**src/rtl/mdio_pkg.sv**
```systemverilog
// Shared constants, frame slot map and state encoding for the MDIO receiver.
package mdio_pkg;

   localparam logic [1:0] ST_CODE  = 2'b01;
   localparam logic [1:0] OP_WRITE = 2'b01;
   localparam logic [1:0] OP_READ  = 2'b10;

   localparam int PHYAD_W = 5;
   localparam int REGAD_W = 5;
   localparam int DATA_W  = 16;
   localparam int FRAME_W = 32;

   // Slot indices derived from the field layout ST(2) OP(2) PHYAD REGAD TA(2) DATA.
   localparam int SLOT_OP_END    = 3;
   localparam int SLOT_REGAD_END = SLOT_OP_END + PHYAD_W + REGAD_W;
   localparam int SLOT_TA_END    = SLOT_REGAD_END + 2;
   localparam int SLOT_LAST      = FRAME_W - 1;

   typedef enum logic [2:0] {
      S_IDLE,
      S_HDR,
      S_WR_DATA,
      S_RD_DATA,
      S_ERR
   } state_t;

   // True when the four leading bits form a legal ST/OP pair.
   function automatic logic header_ok(input logic [3:0] st_op);
      return (st_op[3:2] == ST_CODE) &&
             ((st_op[1:0] == OP_WRITE) || (st_op[1:0] == OP_READ));
   endfunction

endpackage

```
**src/rtl/receptor_mdio.sv**
```systemverilog
// PHY-side Clause 22 MDIO receiver: decodes station frames, strobes writes
// into the register bank and serializes read data back to the station.
module receptor_mdio
   import mdio_pkg::*;
(
   input  logic        MDC,
   input  logic        reset,
   input  logic        MDIO_OUT,
   input  logic        MDIO_OE,
   input  logic [0:15] RD_DATA,
   output logic        MDIO_IN,
   output logic [0:4]  ADDR,
   output logic [0:15] WR_DATA,
   output logic        MDIO_DONE,
   output logic        WR_STB
);

   state_t              state, state_d;
   logic [4:0]          cnt, cnt_d;
   logic [3:0]          hdr, hdr_d;
   logic [4:0]          hdr_shift;
   logic [1:0]          op, op_d;
   logic [DATA_W-1:0]   sh, sh_d;
   logic [0:REGAD_W-1]  addr_d;
   logic [0:DATA_W-1]   wr_d;
   logic                in_d, done_d, stb_d;

   // State, counter, shift registers and all outputs are registered here.
   always_ff @(posedge MDC) begin
      // NOTE: non-blocking assignments keep every register sampling pre-edge values.
      // NOTE: every register, datapath included, is cleared so a mid-frame reset leaves no stale data.
      if (!reset) begin
         state     <= S_IDLE;
         cnt       <= '0;
         hdr       <= '0;
         op        <= '0;
         sh        <= '0;
         ADDR      <= '0;
         WR_DATA   <= '0;
         MDIO_IN   <= 1'b0;
         MDIO_DONE <= 1'b0;
         WR_STB    <= 1'b0;
      end else begin
         state     <= state_d;
         cnt       <= cnt_d;
         hdr       <= hdr_d;
         op        <= op_d;
         sh        <= sh_d;
         ADDR      <= addr_d;
         WR_DATA   <= wr_d;
         MDIO_IN   <= in_d;
         MDIO_DONE <= done_d;
         WR_STB    <= stb_d;
      end
   end

   // Slot-by-slot frame decoding: next state and next register values.
   always_comb begin
      // NOTE: defaults first so no path through the case leaves a signal unassigned (no latches).
      state_d   = state;
      cnt_d     = cnt;
      hdr_d     = hdr;
      op_d      = op;
      sh_d      = sh;
      addr_d    = ADDR;
      wr_d      = WR_DATA;
      in_d      = 1'b0;
      done_d    = 1'b0;
      stb_d     = 1'b0;
      // The newest bit sits at position 0; older slots move up.
      hdr_shift = {hdr, MDIO_OUT};

      case (state)
         S_IDLE: begin
            if (MDIO_OE) begin
               hdr_d   = hdr_shift[3:0];
               cnt_d   = 5'd1;
               state_d = S_HDR;
            end
         end

         S_HDR: begin
            if (!MDIO_OE) begin
               state_d = S_ERR;
               cnt_d   = '0;
            end else begin
               hdr_d = hdr_shift[3:0];
               cnt_d = cnt + 5'd1;
               if (cnt == 5'(SLOT_OP_END)) begin
                  op_d = hdr_shift[1:0];
                  if (!header_ok(hdr_shift[3:0])) begin
                     state_d = S_ERR;
                     cnt_d   = '0;
                  end
               end
               if (cnt == 5'(SLOT_REGAD_END)) begin
                  addr_d = hdr_shift;
               end
               if (cnt == 5'(SLOT_TA_END)) begin
                  if (op == OP_WRITE) begin
                     state_d = S_WR_DATA;
                  end else begin
                     // First read bit goes straight out; the rest wait in the shifter.
                     state_d = S_RD_DATA;
                     in_d    = RD_DATA[0];
                     sh_d    = {RD_DATA[1:15], 1'b0};
                  end
               end
            end
         end

         S_WR_DATA: begin
            sh_d  = {sh[DATA_W-2:0], MDIO_OUT};
            cnt_d = cnt + 5'd1;
            if (cnt == 5'(SLOT_LAST)) begin
               wr_d    = {sh[DATA_W-2:0], MDIO_OUT};
               stb_d   = 1'b1;
               done_d  = 1'b1;
               state_d = S_IDLE;
               cnt_d   = '0;
            end
         end

         S_RD_DATA: begin
            if (cnt == 5'(SLOT_LAST)) begin
               done_d  = 1'b1;
               state_d = S_IDLE;
               cnt_d   = '0;
            end else begin
               in_d  = sh[DATA_W-1];
               sh_d  = {sh[DATA_W-2:0], 1'b0};
               cnt_d = cnt + 5'd1;
            end
         end

         S_ERR: begin
            if (!MDIO_OE) begin
               state_d = S_IDLE;
            end
         end

         default: begin
            state_d = S_IDLE;
            cnt_d   = '0;
         end
      endcase
   end

endmodule

```
**config.mk**
```make
export PLATFORM = sky130hd
export DESIGN_NAME = receptor_mdio
export DESIGN_NICKNAME = d
export VERILOG_FILES = /design/src/rtl/mdio_pkg.sv /design/src/rtl/receptor_mdio.sv
export SDC_FILE = /design/constraint.sdc
export NUM_CORES = 1
export LEC_CHECK = 0
export ABC_AREA = 1
export CAP_MARGIN = 15
export CORE_MARGIN = 1.5
export CORE_UTILIZATION = 40
export DETAILED_ROUTE_END_ITERATION = 10
export SLEW_MARGIN = 20
export SYNTH_ARGS = -nofsm -noshare
export SYNTH_HDL_FRONTEND = slang
export SYNTH_SLANG_ARGS = --single-unit
```
**constraint.sdc**
```tcl
create_clock -name MDC -period 4.83 [get_ports MDC]
set_input_delay 0.7245 -clock MDC [delete_from_list [all_inputs] [get_ports MDC]]
set_output_delay 0.7245 -clock MDC [all_outputs]
set_load 0.005 [all_outputs]
```
==> results.tsv <==
stage	metric	value	unit
drt	Routed WL per cell	12.9	um
drt	drt pass-1 iters	5	
clock_tree	# Post-CTS Setup Buffers	0	
timing	Setup Skew	4.81	ps
setup_path	crit path kind	in2reg	
floorplanning	total core area	0.00564	mm2
synth	flops & latches, synth	54	
clock_tree	# clock sinks	54	
floorplanning	Die Width	80.2	um
drt	Residual DRC	0	
timing	fin crit share	46.3	%
timing	Slew headroom	63.6	%
pwr	Worst IR Drop VDD	0.259	mV
global_routing	largest net degree at the start of global routing	47	
timing	Final Max Tran Viols	0	
global_routing	total track usage	18.8	%
clock_tree	H-tree levels	2	
synth	Mapped Cells	319	
setup_path	critical path fanouts, max	30	
drt	total wire length	5.55	mm
synth	most used flip-flop cell after synthesis	dfxtp_1	
clock_tree	clk root buf	clkbuf_8	
cells_and_area	Final Util	52.1	%
pwr	pwr/cell area	426	mW/mm2
drt	drt initial violations	126	
synth	EDFF count, synth	0	
setup_path	Critical Path End Type	flop	
placed_design	Placer Congestion	0.820	
floorplanning	Row Count	27	
floorplanning	Initial Utilization	42.2	%
timing	Highest Clock Rate	0.447	GHz
clock_tree	Skew-Pair Late Insertion Delay	310	ps
synth	Synth async-reset ratio	0	%
cells_and_area	share of layout cells above drive strength 1	7.54	%
clock_tree	clk slew on worst S/H paths	90	ps
setup_path	kind of start point of the critical path	input port	
global_routing	initial antenna violation count	0	
timing	final hold vios	0	
timing	setup TNS	0	ps
timing	Worst Tran Pin Value	544	ps
synth	Distinct cells, synth	29	
floorplanning	die footprint	0.00643	mm2
drt	routed vias	2093	
cells_and_area	layout net count	382	
clock_tree	CTS Buf Count	5	
clock_tree	clock buffer depth	2	
synth	synthesized area	0.00238	mm2
timing	Final min period	2240	ps
placed_design	Post-DP HPWL	3.76	mm
drt	Avg Vias per Cell	4.87	
hold_path	HP Class	reg2reg	
clock_tree	hold_buf cts	0	
synth	sequential share of the synthesized area	45.4	%
status	outcome	finished clean	
global_routing	vias in the first global route	1989	
global_routing	GRT overflow	0	
flow_run	max_cap viols	0	
setup_path	Worst Path Arrival	2470	ps
global_routing	first-pass GRT wire length	9.38	mm
drt	DRT antenna net count	0	
setup_path	Req. time, crit path	5070	ps
timing	final setup fails	0	
synth	yosys warns	0	
cells_and_area	antenna fix cells	0	
clock_tree	PostCTS Resize Cnt	0	
floorplanning	die extent in y	80.2	um
cells_and_area	Layout area overhead	23.3	%
synth	net count after synthesis	344	
clock_tree	CTS tree	built	
pwr	Leak Pwr	1.25	nW
placed_design	port bufs	43	
timing	RSZ-0062 raised after global routing	false	
synth	Mean Syn Cell Area	7.47	um2
floorplanning	Ports	44	
[per-stage QoR]
step / total power [mW] / cells / setup WS [ps] / instance area, um2 / hold slack (ps)
3_5_place_dp: 0.954 / 422 / 2290 / 2830 / 442
3_3_place_gp: 0.952 / 422 / 2330 / 2830 / 441
6_report: 1.25 / 430 / 2590 / 2940 / 449
4_1_cts: 1.26 / 430 / 2590 / 2940 / 455
5_1_grt: 1.34 / 430 / 2340 / 2940 / 488
2_1_floorplan: 0.880 / 319 / 3110 / 2380 / 421
[final timing paths]
| check | cells after the start | slack [ps] | from | endpoint |
|---|---|---|---|---|
| setup reg to reg | 9 | 2600 | cnt[0] | sh[12] |
| hold reg to reg | 2 | 450 | hdr[3] | ADDR[0] |
| hold / removal | 2 | 450 | hdr[3] | ADDR[0] |
| setup / recovery | 7 | 2590 | MDIO_OE | sh[12] |
[state kept, by name, summed over array words and instances, names as in the netlist]
signal and flops:
MDIO_IN 1, state 3, sh 16, ADDR 5, WR_DATA 16, WR_STB 1
MDIO_DONE 1, op 2, hdr 4, cnt 5
[power breakdown]
part / switching (mW) / internal, mW
logic: 0.249 / 0.121
registers: 0.0613 / 0.517
clock network: 0.149 / 0.153
[cell families after synthesis]
logic type | after synthesis | synth area share [%]
AND/OR/NAND/NOR | 134 | 25.3
AO/OA/AOI/OAI | 81 | 18.2
flip-flops | 54 | 45.4
buffers and inverters | 45 | 8.51
adder cells (fa/ha/maj) | 5 | 2.63
[routing by layer]
layer | wire [um] | share of wire, % | vias up | track usage (%)
met5 | 0 | 0 | - | 0
met4 | 49 | 0.88 | 0 | 5.86
met3 | 232 | 4.2 | 5 | 3.41
met2 | 2300 | 41 | 48 | 27.7
met1 | 2980 | 54 | 920 | 27.4
li1 | - | - | 1120 | -
[worst max-delay path: stages]
cell	delay (ps)
clkdlybuf4s50_1	660
nand2_2	110
nor2_4	160
nand3_2	110
nand2_2	430
o21ai_1	110
a31oi_1	170
[final cells by class]
cell class	count	area [um2]
clock buffers	5	68.8
clock inverters	3	40.0
well taps	72	90.1
repair buffers	44	438
multi-input cells	220	1100
inverters	32	120
fillers	586	2710
flip-flops and latches	54	1080
[placed cells by master (no fill, tap or decap), drive strengths merged, types with 3 or more instances in the layout]
cell type and instances:
nand3 9, dfxtp 54, nand4 4, clkbuf 5
nor2 48, nand2 68, inv 31, ha 5
o21ai 43, clkinv 3, a21oi 21, nor3 4
a31oi 15, clkdlybuf4s50 43
[Yosys cell counts (3+ instances only)]
cell	n	area share (%)
a31oi_1	15	3.9
o21ai_1	30	6.3
buf_6	3	1.4
nand2_2	3	0.79
nor3_1	3	0.63
inv_2	6	0.95
dfxtp_1	54	45
nand3_1	7	1.5
ha_1	5	2.6
a21oi_1	21	4.4
buf_2	3	0.63
nor2_1	43	6.8
nand2_1	65	10
clkbuf_1	3	0.47
nand4_1	4	1.1
o21ai_0	12	2.5
inv_1	25	3.9
nor2_4	3	1.4
No activity file was read; power rests on OpenSTA's default activity.
